===== config.mk =====
export PLATFORM = sky130hd
export DESIGN_NAME = fetch_unit
export DESIGN_NICKNAME = d
export VERILOG_FILES = /design/src/rtl/fetch_unit.sv
export SDC_FILE = /design/constraint.sdc
export NUM_CORES = 1
export LEC_CHECK = 0
export CAP_MARGIN = 20
export CORE_ASPECT_RATIO = 1.2
export CORE_UTILIZATION = 44
export CTS_CLUSTER_SIZE = 10
export DETAILED_ROUTE_END_ITERATION = 10
export PLACE_DENSITY = 0.76
export SLEW_MARGIN = 20
export SYNTH_ARGS = -nofsm -noshare
export SYNTH_HDL_FRONTEND = slang
export SYNTH_SLANG_ARGS = --single-unit

===== constraint.sdc =====
create_clock -name clk_i -period 2.05 [get_ports clk_i]
set_input_delay 0.205 -clock clk_i [delete_from_list [all_inputs] [get_ports clk_i]]
set_output_delay 0.205 -clock clk_i [all_outputs]
set_load 0.03 [all_outputs]

===== src/rtl/fetch_unit.sv =====
// fetch_unit: MIPS instruction fetch stage. Owns the PC, reads imem over req/ack, holds IF/ID.
// Ports: clk_i/rst_i (sync, active-high), start_i, stall_i, jump_i, branch_taken_i, target_i,
//   imem_req_o/imem_addr_o/imem_ack_i/imem_rdata_i, instr_o, op_o, pc_plus4_o, valid_o.
// Optional FETCH_PERF_CNT_EN adds fetch_cnt_o (captured words) and bubble_cnt_o (running bubbles).
module fetch_unit #(
  parameter logic [31:0] RESET_PC = 32'h0000_0000
) (
  input  logic        clk_i,
  input  logic        rst_i,
  input  logic        start_i,
  input  logic        stall_i,
  input  logic        jump_i,
  input  logic        branch_taken_i,
  input  logic [31:0] target_i,
  output logic        imem_req_o,
  output logic [31:0] imem_addr_o,
  input  logic        imem_ack_i,
  input  logic [31:0] imem_rdata_i,
  output logic [31:0] instr_o,
  output logic [5:0]  op_o,
  output logic [31:0] pc_plus4_o,
  output logic        valid_o
`ifdef FETCH_PERF_CNT_EN
  ,
  output logic [31:0] fetch_cnt_o,
  output logic [31:0] bubble_cnt_o
`endif
);

  typedef enum logic [1:0] {IDLE, FETCH, DROP} state_t;

  state_t      state, state_nx;
  logic [31:0] pc, pc_nx;
  logic [31:0] tgt, tgt_nx;
  logic [31:0] tgt_in, pc_inc;
  logic        pend, pend_nx;
  logic        redirect, slot_free;
  logic        done, capture;

  assign redirect    = jump_i | branch_taken_i;
  assign slot_free   = !valid_o | !stall_i;
  assign tgt_in      = target_i & ~32'h3;
  assign pc_inc      = pc + 32'd4;
  assign imem_addr_o = pc;
  assign op_o        = instr_o[31:26];
  assign done        = imem_req_o & imem_ack_i;

  // pend marks a request already presented without ack; it
  // keeps req high and the address frozen until memory answers.
  always_comb begin
    state_nx   = state;
    pc_nx      = pc;
    tgt_nx     = tgt;
    pend_nx    = pend;
    imem_req_o = 1'b0;
    capture    = 1'b0;
    unique case (state)
      IDLE: begin
        if (start_i) state_nx = FETCH;
      end
      FETCH: begin
        imem_req_o = pend | slot_free;
        if (done) begin
          pend_nx = 1'b0;
          if (redirect) begin
            pc_nx = tgt_in;
          end else begin
            pc_nx   = pc_inc;
            capture = 1'b1;
          end
        end else if (imem_req_o) begin
          pend_nx = 1'b1;
          if (redirect) begin
            tgt_nx   = tgt_in;
            state_nx = DROP;
          end
        end else if (redirect) begin
          pc_nx = tgt_in;
        end
      end
      DROP: begin
        imem_req_o = 1'b1;
        if (redirect) tgt_nx = tgt_in;
        if (imem_ack_i) begin
          pend_nx  = 1'b0;
          pc_nx    = redirect ? tgt_in : tgt;
          state_nx = FETCH;
        end
      end
      default: state_nx = IDLE;
    endcase
  end

  always_ff @(posedge clk_i) begin
    if (rst_i) begin
      state <= IDLE;
      pc    <= RESET_PC;
      tgt   <= 32'h0;
      pend  <= 1'b0;
    end else begin
      state <= state_nx;
      pc    <= pc_nx;
      tgt   <= tgt_nx;
      pend  <= pend_nx;
    end
  end

  // IF/ID: capture, else redirect/no-stall drops to a bubble, else hold.
  always_ff @(posedge clk_i) begin
    if (rst_i) begin
      valid_o    <= 1'b0;
      instr_o    <= 32'h0;
      pc_plus4_o <= 32'h0;
    end else if (capture) begin
      valid_o    <= 1'b1;
      instr_o    <= imem_rdata_i;
      pc_plus4_o <= pc_inc;
    end else if (redirect || !stall_i) begin
      valid_o    <= 1'b0;
    end
  end

`ifdef FETCH_PERF_CNT_EN
  always_ff @(posedge clk_i) begin
    if (rst_i) begin
      fetch_cnt_o  <= 32'h0;
      bubble_cnt_o <= 32'h0;
    end else begin
      if (capture) fetch_cnt_o <= fetch_cnt_o + 32'd1;
      if (state != IDLE && !valid_o)
        bubble_cnt_o <= bubble_cnt_o + 32'd1;
    end
  end
`endif

endmodule


==> results of run 1 <==
## worst max path at each step
stage | startpoint | endpoint | slack [ns] | depth (start not counted)
after global routing | imem_addr_o[12]$_SDFFE_PP0P_ | imem_addr_o[25]$_SDFFE_PP0P_ | -0.15 | 7
after CTS | state[0]$_SDFFE_PP0P_ | imem_addr_o[9]$_SDFFE_PP0P_ | -0.07 | 9
final | state[0]$_SDFFE_PP0P_ | imem_addr_o[15]$_SDFFE_PP0P_ | -0.09 | 7
after floorplan | imem_addr_o[15]$_SDFFE_PP0P_ | pc_plus4_o[27]$_SDFFE_PP0P_ | 0.003 | 5
after detailed placement | jump_i | imem_addr_o[15]$_SDFFE_PP0P_ | -0.25 | 6
after global placement | jump_i | imem_addr_o[16]$_SDFFE_PP0P_ | -0.19 | 6
## sequential cells by signal, summed over array words and instances, names as in the netlist
signal	cells
pend	1
instr_o	32
state	2
tgt	32
valid_o	1
imem_addr_o	32
pc_plus4_o	32
## per-stage QoR
step / util / setup WS (ns) / power (mW)
2_1_floorplan: - / 0.003467 / 5.244
3_3_place_gp: 0.6337 / -0.1914 / 6.853
3_5_place_dp: 0.6337 / -0.2507 / 6.915
4_1_cts: 0.6862 / -0.07210 / 10.09
5_1_grt: 0.7165 / -0.1544 / 10.83
6_report: 0.7165 / -0.08865 / 10.41
## report_power, final
part	leakage, nW	switching (mW)	internal [mW]
logic	2.40	2.24	1.84
clock network	0.276	1.28	1.82
registers	1.07	0.295	2.94
## cell usage after synthesis, drive strengths merged, types with 6 or more instances
cell type	instances	area [sq um]
nand2	178	668.1
dfxtp	132	2643
a21oi	87	435.4
nor2	70	262.8
clkbuf	44	166.4
buf	30	180.2
nand3	30	150.1
a211oi	28	220.2
nor3	26	146.4
o21ai	17	85.08
mux2i	15	150.1
inv	13	48.80
nand4	13	102.6
nor4	13	130.1
xnor2	12	105.1
and3	9	56.30
xor2	9	78.83
o211ai	7	52.55
o22ai	7	43.79
a211o	6	52.55
a21boi	6	45.04
and4	6	52.55
nand2b	6	37.54
o211a	6	60.06
## layout by cell type, fill, tap and decap left out, drive strengths merged, types with 7 or more instances in the layout
cell	count
and3	9
o211ai	7
o21ai	17
xnor2	12
nor4	13
mux2i	15
a211oi	28
o22ai	7
nand2	178
a21oi	87
nand4	13
nor3	26
xor2	9
buf	115
clkbuf	23
inv	20
clkdlybuf4s50	170
dfxtp	132
nor2	70
nand3	30
## layout make-up
cell class / instances / area [sq um]
tap: 200 / 250.2
clock buffer: 17 / 425.4
multi-input combinational: 622 / 3880
timing repair buffer: 291 / 2972
clock inverter: 15 / 170.2
sequential: 132 / 2661
fill: 1093 / 4120
inverter: 14 / 55.05
## cell families after synthesis
family / synth area share
AND/OR/NAND/NOR: 0.2729
AO/OA/AOI/OAI: 0.2049
flip-flops: 0.4000
buffers and inverters: 0.06042
XOR/XNOR: 0.02784
multiplexers: 0.02443
adder cells (fa/ha/maj): 0.009470
## critical path, delay by kind of cell (launching register included)
kind | cells | cell delay, ns
DFF | 1 | 0.33
and+or+nand+nor | 3 | 1.15
AOI/OAI and AO/OA | 2 | 0.35
buffers and inverters | 1 | 0.05
adders and majority gates | 1 | 0.16
## routing by layer
layer	track usage	wire [microns]	vias to the layer above
li1	-	-	3455
met1	0.3310	9035	3509
met2	0.4797	11520	377
met3	0.07222	1896	58
met4	0.09885	626	0
met5	0	0	-
## repair_timing
action	4_1_cts	5_1_grt
endpoints found under the setup margin	55	108
setup buffers	2	5
gates cloned	3	6
gates resized for setup	18	57
pin swaps	5	35
hold endpoints to repair	0	0
==> impl_metrics.yaml, run 1 <==
clock_network:
  cts_buffer_depth: 2
  cts_buffers: 17
  cts_hold_buf: 0
  cts_tree: "built"
  htreeDepth: 4
  path_clk_slew_ns: 0.07
  cts-root-buf: "clkbuf_16"
  cts_sinks: 132
  clkLatencyLatePin_ns: 0.43
floorplanning:
  io_pins: 175
  core_sq_um: 14530
  die_h_microns: 136.2
  die_w_microns: 113.9
  die_area_sq_um: 15510
  fp-row-count: 48
  initial_core_util: 0.4545
yosys:
  ys_ff_latch: 132
  synthFlopType: "dfxtp_1"
  async_flop_share: 0
  syn_inst: 842
  ys_seq_area_frac: 0.4000
  synth_cell_types: 72
  avgSynthCellArea_sq_um: 7.846
  syn_area_sq_um: 6606
  synth_edf_count: 0
  yosys_warnings: 0
  synth_nets: 918
final_layout:
  antenna_cells: 0
  finish.instance_area_sq_um: 10410
  nets: 1154
  layout-drive-gt1-share: 0.2136
  instances_no_fill: 1291
  syn_to_final_growth_pct: 57.63
pwr:
  cellLeakagePower_nw: 3.749
  power_density_nw_per_um2: 999.9
  vdd_drop_max_mv: 0.5927
timing:
  finalCritPeriodShare: 1.043
  skew_ns: 0.007836
  fin_tns_setup_ns: -0.1579
  fin_ws_ns: -0.08865
  drv_slew: 0
  relSlewSlack: 0.6074
  rsz0062_at_grt: "yes"
  whs_ns: 0.2193
  worst_slew_pin_slew_ns: 0.5837
  fmax_ghz: 0.4676
  finalSetupViolations: 5
  final_hold_viol_count: 0
  period_minus_slack_ns: 2.139
critical_path:
  reg2regPathDepth: 7
  slowest_delay_ns: 0.55
  r2r-start: "state[0]$_SDFFE_PP0P_"
  reg2reg_slack_ns: -0.09
  worstPathRequired_ns: 2.38
  endpoint_kind: "flip-flop"
  crit_slowest_cell: "or4b_4"
  crit_arrival_ns: 2.47
  critPathLaunchType: "flip-flop"
  timing.rr.end: "imem_addr_o[15]$_SDFFE_PP0P_"
  path_max_fanout: 6
  path_class: "flip-flop to flip-flop"
  crit_chain: "inv_2, ha_4, or4b_4, or3_4, nor4_4, a221oi_2, o32ai_2"
grt:
  grt_overflow_total: 0
  grt_pass1_wl_microns: 33580
  gr-usage-all-layers: 0.2774
  grt_pass1_vias: 6669
  antenna_found_initial: 0
  grt_max_degree: 83
route:
  drt-total-wl_microns: 23080
  routed_via_density: 5.731
  wl_per_cell_microns: 17.88
  first_pass_iters: 5
  ant_nets: 0
  post-route-drc-count: 0
  vias: 7399
  drt_iter0_drc: 673
worst_hold_path:
  hold_depth: 2
  hp-start: "rst_i"
  hold_class: "input port to flip-flop"
  hold_end: "tgt[13]$_SDFFE_PP0P_"
placed_design:
  routabilityCongestion: 0.8773
  port_buffers: 172
  placed_cell_area_sq_um: 9210
  place_inst: 1245
  place_hpwl_microns: 14500
outcome:
  outcome: "finished, violations left"
  violations: "setup timing"
job:
  max-cap-violations: 0
No activity file was read; power rests on OpenSTA's default activity.
==> run 2: changes to the inputs <==
Settings changed: CORE_MARGIN set to 2, SLEW_MARGIN 20 to 40.
==> run 2 against run 1 <==
The run still ends with setup timing left; power rose by 3.3%; non-clock buffer count rose by 15; global-route usage down 0.81 points; utilization is 2.5 points higher; maximum frequency is 4.8% lower; sequential cell count is the same; cell count is 1.4% higher; clock power increased by 5%; worst hold slack better by 0.057 ns; sequential share of layout area decreased by 1.3 points; count of clock-buffer cells in the layout increased by 7; via count grew 3.6%.
==> impl_metrics.yaml, run 2 (same netlist as run 1, synthesis figures left out) <==
placed_design:
  dp_slack_ns: -0.2330
  port_buffers: 172
  place_hpwl_microns: 14920
  routabilityCongestion: 0.8898
  place_inst: 1246
critical_path:
  slowest_delay_ns: 0.50
  setup.worst_path.start: "state[0]$_SDFFE_PP0P_"
  endpoint_kind: "flip-flop"
  crit_chain: "inv_2, ha_4, or4b_4, or3_4, nor4_4, a221oi_2, o32ai_1"
  path_max_fanout: 5
  crit_arrival_ns: 2.58
  crit_slowest_cell: "or4b_4"
  timing.rr.end: "imem_addr_o[16]$_SDFFE_PP0P_"
  r2r-start: "state[0]$_SDFFE_PP0P_"
  path_class: "flip-flop to flip-flop"
  reg2reg_slack_ns: -0.20
  crit_end: "imem_addr_o[16]$_SDFFE_PP0P_"
  reg2regPathDepth: 7
  worstPathRequired_ns: 2.38
  critPathLaunchType: "flip-flop"
timing:
  finalCritPeriodShare: 1.095
  skew_ns: 0.006558
  period_minus_slack_ns: 2.245
  final_hold_viol_count: 0
  drv_slew: 0
  rsz0062_at_grt: "yes"
  whs_ns: 0.2760
  worst_slew_pin_slew_ns: 0.7384
  relSlewSlack: 0.5013
  finalSetupViolations: 76
  fin_ws_ns: -0.1954
  fmax_ghz: 0.4454
final_layout:
  syn_to_final_growth_pct: 66.42
  antenna_cells: 0
  layout_common_cells: "clkdlybuf4s50_1 (170), nand2_1 (147), dfxtp_1 (119), buf_4 (96)"
  final_common_cell: "clkdlybuf4s50_1"
  final_util: 0.7410
  instances_no_fill: 1309
  layout-drive-gt1-share: 0.2814
  nets: 1169
grt:
  gr-usage-all-layers: 0.2692
  antenna_found_initial: 0
  grt_max_degree: 85
  grt_overflow_total: 0
  grt_pass1_wl_microns: 34340
  grt_pass1_vias: 6870
pwr:
  vdd_drop_max_mv: 0.5891
  cellLeakagePower_nw: 4.148
  power_density_nw_per_um2: 978.1
clock_network:
  cts_tree: "built"
  htreeDepth: 4
  cts_hold_buf: 0
  cts_buffer_depth: 2
  cts_buffers: 17
  clkLatencyLatePin_ns: 0.43
  cts-root-buf: "clkbuf_16"
  cts_sinks: 132
  path_clk_slew_ns: 0.06
floorplanning:
  die_h_microns: 138.2
  fp-row-count: 49
  io_pins: 175
  core_sq_um: 14840
  die_area_sq_um: 16010
  die_w_microns: 115.9
  initial_core_util: 0.4453
route:
  wl_per_cell_microns: 19.69
  drt-total-wl_microns: 25770
  wl_met1_microns: 9690
  post-route-drc-count: 0
  routed.top_layer: "met4"
  vias: 7669
  wl_met3_microns: 2098
  drt_iter0_drc: 682
  ant_nets: 0
  dr_wl_met2_microns: 12860
  routed_via_density: 5.859
  first_pass_iters: 6
worst_hold_path:
  hold_class: "input port to flip-flop"
outcome:
  violations: "setup timing"
  outcome: "finished, violations left"
job:
  max-cap-violations: 0
run 2: cell count changes in the layout (fill, tap and decap cells not counted), sizes merged:
cell	change
clkinv	+2
clkbuf	+10
bufinv	+1
clkinvlp	-4
inv	-7
buf	+12
run 2: routing by layer:
layer / up-vias / global-route usage
met5: - / 0
met3: 99 / 0.06532
met2: 445 / 0.4500
met1: 3640 / 0.3303
met4: 0 / 0.1071
li1: 3485 / -
run 2: worst min path at each step:
stage	slack, ns	cells after the start	start	end
finish	0.28	2	rst_i	tgt[24]$_SDFFE_PP0P_
global route	0.30	2	rst_i	tgt[21]$_SDFFE_PP0P_
CTS	0.27	2	rst_i	tgt[14]$_SDFFE_PP0P_
detailed placement	0.44	2	tgt[31]$_SDFFE_PP0P_	tgt[31]$_SDFFE_PP0P_
global placement	0.44	2	tgt[31]$_SDFFE_PP0P_	tgt[31]$_SDFFE_PP0P_
floorplan	0.34	2	target_i[11]	tgt[11]$_SDFFE_PP0P_
run 2: power breakdown:
part / switching, mW / internal (mW)
logic: 2.36 / 1.89
clock network: 1.17 / 2.07
registers: 0.319 / 2.94
run 2: cell type report:
type / instances / area [sq um]
timing repair buffer: 306 / 3152
clock buffer: 24 / 501.7
fill: 997 / 3842
clock inverter: 7 / 120.1
tap: 204 / 255.2
sequential: 132 / 2661
inverter: 14 / 56.30
multi-input combinational: 622 / 4248
run 2: critical path, delay by kind of cell (launching register included):
kind / cells / cell delay, ns
simple gates: 3 / 1.23
compound gates: 2 / 0.35
flops: 1 / 0.35
fa+ha+maj: 1 / 0.16
buf+inv: 1 / 0.06
run 2: what timing repair did:
action                                  4_1_cts  5_1_grt
endpoints found under the setup margin       65      127
cloned                                        1       14
pin swaps                                     1       91
resized for setup                            10      173
buffers inserted                              1       18
run 2: stage by stage:
| stage | setup TNS (ns) | power (mW) | area, sq um |
|---|---|---|---|
| 2_1_floorplan | 0 | 5.244 | 6633 |
| 3_3_place_gp | -3.425 | 6.796 | 9160 |
| 3_5_place_dp | -6.186 | 6.859 | 9160 |
| 4_1_cts | -0.9414 | 10.13 | 9874 |
| 5_1_grt | -11.40 | 11.15 | 10990 |
| 6_report | -7.110 | 10.75 | 10990 |
